File: config.mk
export PLATFORM = sky130hd
export DESIGN_NAME = vga_timing_detect
export DESIGN_NICKNAME = d
export VERILOG_FILES = /design/src/rtl/vga_timing_detect.sv
export SDC_FILE = /design/constraint.sdc
export NUM_CORES = 1
export LEC_CHECK = 0
export ABC_AREA = 1
export CORE_ASPECT_RATIO = 0.75
export CORE_MARGIN = 4
export CORE_UTILIZATION = 57
export DETAILED_ROUTE_END_ITERATION = 6
export DONT_BUFFER_PORTS = 1
export PLACE_DENSITY = 0.79
export SLEW_MARGIN = 10
export SYNTH_ARGS = -nofsm -noshare
export SYNTH_HDL_FRONTEND = slang
export SYNTH_SLANG_ARGS = --single-unit
File: constraint.sdc
create_clock -name clk -period 13 [get_ports clk]
set_input_delay 1.95 -clock clk [delete_from_list [all_inputs] [get_ports clk]]
set_output_delay 1.95 -clock clk [all_outputs]
set_load 0.02 [all_outputs]
File: src/rtl/vga_timing_detect.sv
`timescale 1ns/1ps
// vga_timing_detect
//   Watches an incoming hs/vs/de stream, measures the video format and
//   recovers each active pixel's position.
//
//   Ports:
//     clk, rst                : pixel clock, async active-high reset
//     I_hs, I_vs, I_de        : incoming sync/enable (polarity set by HS_POL/VS_POL)
//     O_de                    : I_de delayed 2 clocks
//     pos_x, pos_y            : active pixel / line index, aligned with O_de
//     meas_h_total/h_active   : clocks per line / de clocks per line
//     meas_v_total/v_active   : lines per frame / lines containing de
//     meas_valid              : 1-clock pulse when meas_* update
//     locked                  : format stable for LOCK_FRAMES measurements
//     fmt_change              : 1-clock pulse when locked falls
module vga_timing_detect #(
    parameter logic HS_POL      = 1'b1,
    parameter logic VS_POL      = 1'b1,
    parameter int   LOCK_FRAMES = 2
) (
    input  logic        clk,
    input  logic        rst,
    input  logic        I_hs,
    input  logic        I_vs,
    input  logic        I_de,
    output logic        O_de,
    output logic [11:0] pos_x,
    output logic [11:0] pos_y,
    output logic [11:0] meas_h_total,
    output logic [11:0] meas_h_active,
    output logic [11:0] meas_v_total,
    output logic [11:0] meas_v_active,
    output logic        meas_valid,
    output logic        locked,
    output logic        fmt_change
);

    localparam logic [11:0] MAX    = 12'hFFF;
    localparam logic [3:0]  LOCK_N = 4'(LOCK_FRAMES);

    typedef struct packed {
        logic hs;
        logic vs;
        logic de;
    } sync_t;

    sync_t       s1, s2;
    logic [11:0] h_cnt, line_len, de_cnt, run_len, line_cnt, act_lines;
    logic        have_line, have_run, frame_err, armed, hs_lost;
    logic [3:0]  match_cnt;

    logic        hs_start, vs_start, de_fall, h_sat;
    logic        len_err, run_err, meas_en, tuple_eq;
    logic [11:0] new_len, new_run;

    always_comb begin
        hs_start = s1.hs & ~s2.hs;
        vs_start = s1.vs & ~s2.vs;
        de_fall  = ~s1.de & s2.de;
        h_sat    = (h_cnt == MAX);
        new_len  = h_sat ? MAX : h_cnt + 12'd1;
        // de_cnt has not yet counted the last high clock of the run
        new_run  = (de_cnt == MAX) ? MAX : de_cnt + 12'd1;
        len_err  = hs_start & have_line & (new_len != line_len);
        run_err  = de_fall & have_run & (new_run != run_len);
        // no measurement while hs is missing; meas_* hold their last value
        meas_en  = vs_start & armed & ~hs_lost & ~h_sat;
        tuple_eq = (line_len  == meas_h_total)  && (run_len   == meas_h_active) &&
                   (line_cnt  == meas_v_total)  && (act_lines == meas_v_active);
    end

    assign O_de = s2.de;

    always_ff @(posedge clk or posedge rst) begin
        if (rst) begin
            s1            <= '0;
            s2            <= '0;
            h_cnt         <= '0;
            line_len      <= '0;
            de_cnt        <= '0;
            run_len       <= '0;
            line_cnt      <= '0;
            act_lines     <= '0;
            have_line     <= 1'b0;
            have_run      <= 1'b0;
            frame_err     <= 1'b0;
            armed         <= 1'b0;
            hs_lost       <= 1'b0;
            match_cnt     <= '0;
            meas_h_total  <= '0;
            meas_h_active <= '0;
            meas_v_total  <= '0;
            meas_v_active <= '0;
            meas_valid    <= 1'b0;
            locked        <= 1'b0;
            fmt_change    <= 1'b0;
            pos_x         <= '0;
            pos_y         <= '0;
        end else begin
            s1 <= {I_hs ~^ HS_POL, I_vs ~^ VS_POL, I_de};
            s2 <= s1;

            // horizontal measurement
            if (hs_start) begin
                line_len <= new_len;
                h_cnt    <= '0;
            end else if (!h_sat) begin
                h_cnt <= h_cnt + 12'd1;
            end
            if (hs_start)   hs_lost <= 1'b0;
            else if (h_sat) hs_lost <= 1'b1;

            if (de_fall) begin
                run_len <= new_run;
                de_cnt  <= '0;
            end else if (s2.de && de_cnt != MAX) begin
                de_cnt <= de_cnt + 12'd1;
            end

            // per-frame state; a coincident hs_start counts as line 1
            if (vs_start) begin
                have_line <= 1'b0;
                have_run  <= 1'b0;
                frame_err <= 1'b0;
                line_cnt  <= {11'd0, hs_start};
                act_lines <= '0;
            end else begin
                if (hs_start) have_line <= 1'b1;
                if (de_fall)  have_run  <= 1'b1;
                if (len_err || run_err || h_sat) frame_err <= 1'b1;
                if (hs_start && line_cnt != MAX)  line_cnt  <= line_cnt + 12'd1;
                if (de_fall && act_lines != MAX)  act_lines <= act_lines + 12'd1;
            end

            // measurement and lock tracking
            armed      <= armed | vs_start;
            meas_valid <= meas_en;
            if (meas_en) begin
                meas_h_total  <= line_len;
                meas_h_active <= run_len;
                meas_v_total  <= line_cnt;
                meas_v_active <= act_lines;
            end

            if (h_sat)
                match_cnt <= '0;
            else if (meas_en)
                match_cnt <= (tuple_eq && !frame_err) ?
                             ((match_cnt == LOCK_N) ? match_cnt : match_cnt + 4'd1) : 4'd0;

            locked     <= (match_cnt == LOCK_N);
            fmt_change <= locked & (match_cnt != LOCK_N);

            // position, loaded alongside s2 so it lines up with O_de;
            // act_lines doubles as the active-line index within the frame
            if (s1.de)
                pos_x <= s2.de ? pos_x + 12'd1 : 12'd0;
            if (s1.de && !s2.de)
                pos_y <= vs_start ? 12'd0 : act_lines;
        end
    end

endmodule
==> summary.txt, run 1 <==
Critical path
  – Reg2Reg Depth: 7
  – Reg2reg end: meas_v_active[5]
  – R2R Path Start: s2[1]
  – WP depth: 0
  – Crit-path max FO: 21
  – CP required: 11.05 ns
  – Worst EP arrival: 1.23 ns
  – CP startpoint kind: register
  – R2r setup slk: approximately 10 ns
  – Critical path class: reg -> out
  – Crit end category: primary output

Floorplanning
  – Core Box Area: ~14000 µm²
  – Die ar.: between 15000 and 20000 µm²
  – IO Pins: 81
  – Row count: 37
  – Initial Utilization: 0.588
  – Chip Height: ~110 µm
  – Die X-Extent: ~150 µm

Hold path
  – Worst min path class: reg -> reg
  – Hold endpoint: s2[1]
  – WHS Path Cells: 0
  – HP Start: s1[1]

Pwr
  – PD cells: between 100 and 150 nW/µm²
  – VDD IR max: ~0.096 mV
  – Leakage: 0.00412 µW

Cells and area
  – Ant diodes: 0
  – Fraction of layout instances using a drive strength above 1: 0.0620
  – Filler cell count: between 1000 and 1500
  – Final net count: between 1000 and 1500
  – Area Growth Syn to Fin: 8.55%
  – Final Util: 0.638

Placement
  – IO Port Bufs: 0
  – Final GP Congestion: between 0.8 and 0.9
  – DP HPWL: approximately 14000 µm

Global route
  – Largest net degree at the start of global routing: between 80 and 90
  – First-pass GRT wire length: between 30000 and 40000 µm
  – Vias in the first global route: about 6400
  – Overflow after GRT: 0
  – Initial antenna violation count: 0
  – GRT Util Overall: 0.252

Clock network
  – Root buffer cell: clkbuf_16
  – Worst-Skew Late Latency: ~0.43 ns
  – Number of post-CTS setup repair buffers: 0
  – Htree depth: 4
  – Num CTS Buffers: 17
  – CTS Sinks: ~160
  – Worst-path clk slew: ~0.060 ns
  – CTS tree: built
  – Post_cts resized: 0
  – CTS Hold Bufs: 0
  – Max clock buf depth: 2

Logic synthesis
  – EDFF count, synth: 0
  – Library cells used by synthesis: 42
  – Sequential share of the synthesized area: 0.496
  – Syn Area/Cell: 7.95 µm²
  – Net Count, Synth: about 1000
  – Syn Inst Count: 1027
  – Yosys reg bits: 162
  – Primary FF master, synth: dfrtp_1
  – YS warnings: 0
  – Mapped cell area: 8170 µm²
  – FFs w/ async S/R, synth: 1.00

Routing
  – Initial drt markers: 622
  – Final ANT Viol Nets: 0
  – Wirelength per Cell: approximately 17 µm
  – DR vias: slightly below 7000
  – DRC: 0
  – DR pass1 iterations: 5
  – Final wirelength: ~20000 µm
  – Via density: approximately 5.7

Flow run
  – Max-cap violations: 0

Timing
  – Setup Total Neg Slack: 0 ns
  – Final worst path period share: 0.245
  – Rel. slew slack: 0.355
  – Slew Limit Fails: 0
  – Fmax: 0.314 GHz
  – RSZ-0062 raised after global routing: no
  – Hold Vio Cnt, Final: 0
  – Final min period: approximately 3.2 ns
  – Worst-margin pin slew: 0.967 ns
  – Clk_skew: roughly 0.0083 ns
  – Final setup fails: 0

Run status
  – Status: finished clean
-- through the flow --
| stage | cells | total power, µW | setup WS, ns | hold slack [ns] | area (µm²) |
|---|---|---|---|---|---|
| after floorplan | 1027 | 714 | 6.67 | 0.354 | 8170 |
| after global placement | 1176 | 758 | 9.45 | 0.358 | 8270 |
| after detailed placement | 1176 | 763 | 9.44 | 0.363 | 8270 |
| after CTS | 1207 | 1270 | 9.81 | 0.378 | 8860 |
| after global routing | 1207 | 1320 | 9.64 | 0.395 | 8860 |
| final | 1207 | 1270 | 9.82 | 0.377 | 8860 |
-- synth_stat cells, types with 3 or more instances --
| library cell | n | area, µm² |
|---|---|---|
| nand2_1 | 282 | 1060 |
| dfrtp_1 | 162 | 4050 |
| o21ai_0 | 128 | 641 |
| inv_1 | 107 | 402 |
| nand3_1 | 74 | 370 |
| nor2_1 | 67 | 251 |
| a21oi_1 | 30 | 150 |
| nor3_1 | 19 | 95.1 |
| nand4_1 | 18 | 113 |
| clkbuf_1 | 17 | 63.8 |
| o22ai_1 | 16 | 100 |
| xor2_1 | 15 | 131 |
| xnor2_1 | 14 | 123 |
| ha_1 | 8 | 100 |
| buf_4 | 7 | 52.6 |
| nor2_2 | 7 | 43.8 |
| buf_2 | 5 | 25.0 |
| nand2_2 | 5 | 31.3 |
| o31ai_1 | 5 | 37.5 |
| or2_2 | 5 | 31.3 |
| a31oi_1 | 3 | 18.8 |
| nor3b_1 | 3 | 22.5 |
-- registers in the layout, indices dropped and copies added (netlist names), 2 cells and up --
name,flops
act_lines,12
de_cnt,12
h_cnt,12
line_cnt,12
line_len,12
match_cnt,4
meas_h_active,12
meas_h_total,12
meas_v_active,12
meas_v_total,12
pos_x,12
pos_y,12
run_len,12
s1,3
s2,2
-- layout make-up --
type | count | area [µm²] | area share
Clock inverter | 10 | 125 | 0.0141
Timing Repair Buffer | 5 | 37.5 | 0.00423
Tap cell | 175 | 219 | 0.0247
Inverter | 109 | 414 | 0.0467
Sequential cell | 162 | 4050 | 0.457
Multi-Input combinational cell | 725 | 3540 | 0.400
Clock buffer | 21 | 470 | 0.0531
-- metal layers --
metal  part of all wire  GRT usage  wire (µm)
met3              0.074     0.0570       1500
met1               0.45      0.367       9100
met2               0.46      0.384       9270
met5                  0          0          0
met4              0.018     0.0714        356
-- worst max-delay path by stage --
stage	from	endpoint
final	O_de	O_de
after global routing	rst	run_len[6]
after CTS	O_de	O_de
after detailed placement	rst	pos_y[9]
after global placement	rst	O_de
after floorplan	rst	O_de
-- cells by family (layout without fill, tap and decap cells) --
| kind of cell | Yosys count | in the layout | share of synthesized area |
|---|---|---|---|
| XOR/XNOR | 29 | 29 | 0.0311 |
| AO/OA/AOI/OAI | 198 | 198 | 0.131 |
| AND/OR/NAND/NOR | 490 | 490 | 0.259 |
| buffers and inverters | 140 | 145 | 0.0702 |
| flip-flops | 162 | 162 | 0.496 |
| adder cells (fa/ha/maj) | 8 | 8 | 0.0123 |
-- where the power goes --
group          internal [µW]  switching [µW]
Sequential               537            58.9
Combinational           53.5             107
Clock                    300             211
-- cell usage in the layout, fill, tap and decap left out, types with 2 or more instances in the layout --
cell        count
a21oi_1        30
nor3b_1         3
xor2_1         15
nor2_2          8
a221oi_1        2
o21bai_1        2
nand3_1        74
xnor2_1        14
inv_1         106
clkinvlp_4      3
or2_2           5
inv_6           3
nor2_1         66
ha_1            8
o22ai_1        16
nor3_1         19
o21a_1          2
nor4_1          2
o31ai_1         5
nand2_2         6
o211ai_1        2
buf_4           5
nand2_1       281
bufinv_16       2
o21ai_1         2
a31oi_1         3
clkbuf_8        3
o21ai_0       128
nand2_4         2
a22o_1          2
dfrtp_1       162
clkbuf_16      17
nand4_1        18
a21oi_2         2
(Power assumes the default switching activity.)
==> run 2, diff against run 1 <==
--- a/config.mk
+++ b/config.mk
@@ -5,13 +5,13 @@
 export SDC_FILE = /design/constraint.sdc
 export NUM_CORES = 1
 export LEC_CHECK = 0
-export ABC_AREA = 1
+export ABC_AREA = 0
 export CORE_ASPECT_RATIO = 0.75
 export CORE_MARGIN = 4
 export CORE_UTILIZATION = 57
 export DETAILED_ROUTE_END_ITERATION = 6
 export DONT_BUFFER_PORTS = 1
-export PLACE_DENSITY = 0.79
+export PLACE_DENSITY = 0.82
 export SLEW_MARGIN = 10
 export SYNTH_ARGS = -nofsm -noshare
 export SYNTH_HDL_FRONTEND = slang
==> constraint.sdc (replaced) <==
create_clock -name clk -period 2.9 [get_ports clk]
set_input_delay 0.435 -clock clk [delete_from_list [all_inputs] [get_ports clk]]
set_output_delay 0.435 -clock clk [all_outputs]
set_load 0.02 [all_outputs]
==> run 2 against run 1 <==
  * Global-route usage rose by 1.0 points
  * Routed wire length rose by 2.6%
  * Setup slack got worse by 9.4 ns
  * Synthesized cell count fell by 13%
  * Clock-buffer cell count fell by 2
  * Hold slack got worse by 0.35 ns
  * Flip-flop and latch count did not move
  * Sequential share of layout area fell by 0.89 points
  * Via count fell by 6.8%
  * Clock power rose to 4.5 times the previous value
  * Critical endpoint is now frame_err
==> summary.txt, run 2 <==
Routing
  – Final ANT Viol Nets: 0
  – Wirelength per Cell: around 19 µm
  – Via density: 5.93
  – DR vias: 6442
  – Final wirelength: just over 20000 µm
  – DR pass1 iterations: 6
  – DRC: 0
  – Initial drt markers: approximately 560

Logic synthesis
  – Net Count, Synth: roughly 900
  – Syn Area/Cell: 9.29 µm²
  – Ranking of synthesized cells by area: dfrtp_1, nand2_1, xnor2_1
  – Primary FF master, synth: dfrtp_1
  – Yosys reg bits: between 150 and 200
  – Synth top cells by count: nand2_1, dfrtp_1, nor2_1
  – Syn Inst Count: a little under 900
  – EDFF count, synth: 0
  – Leading area contributor after synthesis: dfrtp_1
  – Top-count cell post-synth: nand2_1
  – Mapped cell area: 8260 µm²
  – YS warnings: 0
  – Yosys top cell area share: 0.491
  – Sequential share of the synthesized area: 0.491
  – Library cells used by synthesis: 69
  – FFs w/ async S/R, synth: 1.00

Pwr
  – Gate power share: 0.152
  – Net switching power: about 1800 µW
  – Sw Ratio: 0.307
  – Leakage: roughly 0.0041 µW
  – P_int: 4110 µW
  – Sequential Power Share: 0.465
  – VDD IR max: approximately 0.48 mV
  – Pwr Total: 5930 µW
  – Clk network pwr share: 0.383
  – PD cells: approximately 660 nW/µm²

Critical path
  – Worst EP arrival: 2.77 ns
  – Crit end category: register
  – Crit-path max FO: 10
  – R2R Path Start: de_cnt[0]
  – Worst path cell trace: ha_1 > nand3_1 > or3_1 > o21ai_0 > xnor2_1 > o2111ai_1 > o31ai_1 > o211ai_1
  – Reg2reg end: frame_err
  – CP startpoint kind: register
  – Slowest cell delay on critical path: between 0.5 and 0.6 ns
  – Critical path class: reg -> reg
  – CP required: approximately 3.2 ns
  – Slowest CP cell: or3_1
  – R2r setup slk: 0.44 ns
  – Reg2Reg Depth: 8

Hold path
  – Worst min path class: in -> reg
  – Hold endpoint: s1[1]
  – HP Start: I_vs
  – WHS Path Cells: 0

Global route
  – GRT Util Overall: 0.262
  – Initial antenna violation count: 0
  – First-pass GRT wire length: between 30000 and 40000 µm
  – Overflow after GRT: 0
  – Vias in the first global route: 6254
  – Largest net degree at the start of global routing: between 150 and 200

Clock network
  – CTS Sinks: around 160
  – Root buffer cell: clkbuf_16
  – Num CTS Buffers: 17
  – Post_cts resized: 0
  – Worst-path clk slew: roughly 0.06 ns
  – CTS Hold Bufs: 0
  – CTS tree: built
  – Number of post-CTS setup repair buffers: 0
  – Max clock buf depth: 2
  – Htree depth: 4
  – Worst-Skew Late Latency: between 0.4 and 0.5 ns

Cells and area
  – Filler cell count: around 1100
  – Final Util: 0.649
  – Area Growth Syn to Fin: 9.47%
  – Final net count: between 800 and 900
  – Most frequent cells in the layout: nand2_1, dfrtp_1, nor2_1
  – Fraction of layout instances using a drive strength above 1: 0.0819
  – Ant diodes: 0
  – Commonest non-fill, non-tap cell in the layout: nand2_1

Floorplanning
  – Die X-Extent: ~150 µm
  – Chip Height: approximately 110 µm
  – Row count: 37
  – Initial Utilization: 0.593
  – Die ar.: between 15000 and 20000 µm²
  – Core Box Area: 13900 µm²
  – IO Pins: 81

Timing
  – Final setup fails: 0
  – Final min period: between 2 and 2.5 ns
  – Hold Vio Cnt, Final: 0
  – Rel. slew slack: 0.396
  – Clk_skew: a little under 0.009 ns
  – Fmax: between 0.4 and 0.5 GHz
  – Final worst path period share: 0.847
  – Slew Limit Fails: 0
  – Setup Total Neg Slack: 0 ns
  – RSZ-0062 raised after global routing: no
  – Worst-margin pin slew: approximately 0.91 ns

Placement
  – DP HPWL: 14500 µm
  – Final GP Congestion: just over 0.9
  – IO Port Bufs: 0

Run status
  – Status: finished clean

Flow run
  – Max-cap violations: 0
run 2: logic make-up after synthesis:
group                    Yosys count  share of synthesized area
AND/OR/NAND/NOR                  405                      0.230
flip-flops                       162                      0.491
AO/OA/AOI/OAI                    141                      0.114
XOR/XNOR                          93                      0.104
buffers and inverters             71                     0.0383
multiplexers                       9                     0.0109
adder cells (fa/ha/maj)            8                     0.0121
run 2: area by class of cell:
type | instances | area [µm²] | area share
clock inverter | 13 | 150 | 0.0166
sequential | 162 | 4050 | 0.448
clock buffer | 19 | 443 | 0.0490
tap | 195 | 244 | 0.0270
inverter | 18 | 71.3 | 0.00789
timing repair buffer | 23 | 188 | 0.0208
multi-input combinational | 656 | 3890 | 0.430
run 2: worst max path at each step:
stage	startpoint	endpoint
final	de_cnt[0]	frame_err
after global routing	de_cnt[0]	frame_err
after CTS	de_cnt[0]	frame_err
after detailed placement	de_cnt[0]	frame_err
after global placement	de_cnt[0]	frame_err
after floorplan	rst	O_de
run 2: worst max-delay path: cells and delay by family (launching register included):
| kind | cells | cell delay (ns) |
|---|---|---|
| AOI/OAI and AO/OA | 4 | 0.66 |
| and+or+nand+nor | 2 | 0.66 |
| DFF | 1 | 0.50 |
| xor gates and xnor gates | 1 | 0.16 |
| adders and majority gates | 1 | 0.35 |
run 2: metrics by stage:
stage | hold slack (ns) | instances | worst slack [ns] | area [µm²]
6_report | 0.0231 | 1086 | 0.442 | 9040
5_1_grt | 0.00193 | 1086 | 0.268 | 9040
4_1_cts | 0.00364 | 1085 | 0.449 | 9030
3_5_place_dp | 0.367 | 1053 | 0.447 | 8440
3_3_place_gp | 0.365 | 1053 | 0.529 | 8440
2_1_floorplan | 0.347 | 889 | 0.408 | 8260
run 2: routing by layer:
layer,track usage,vias to the layer above,share of wire
li1,-,3022,-
met1,0.376,3131,0.45
met2,0.354,250,0.42
met3,0.114,39,0.11
met4,0.0962,0,0.025
met5,0,-,0
run 2: power groups by stage:
stage	Sequential [µW]	Clock, µW	Combinational, µW
detailed placement	2800	0	879
global route	2790	2410	998
floorplan	2710	0	678
finish	2760	2270	903
global placement	2790	0	864
CTS	2760	2300	886
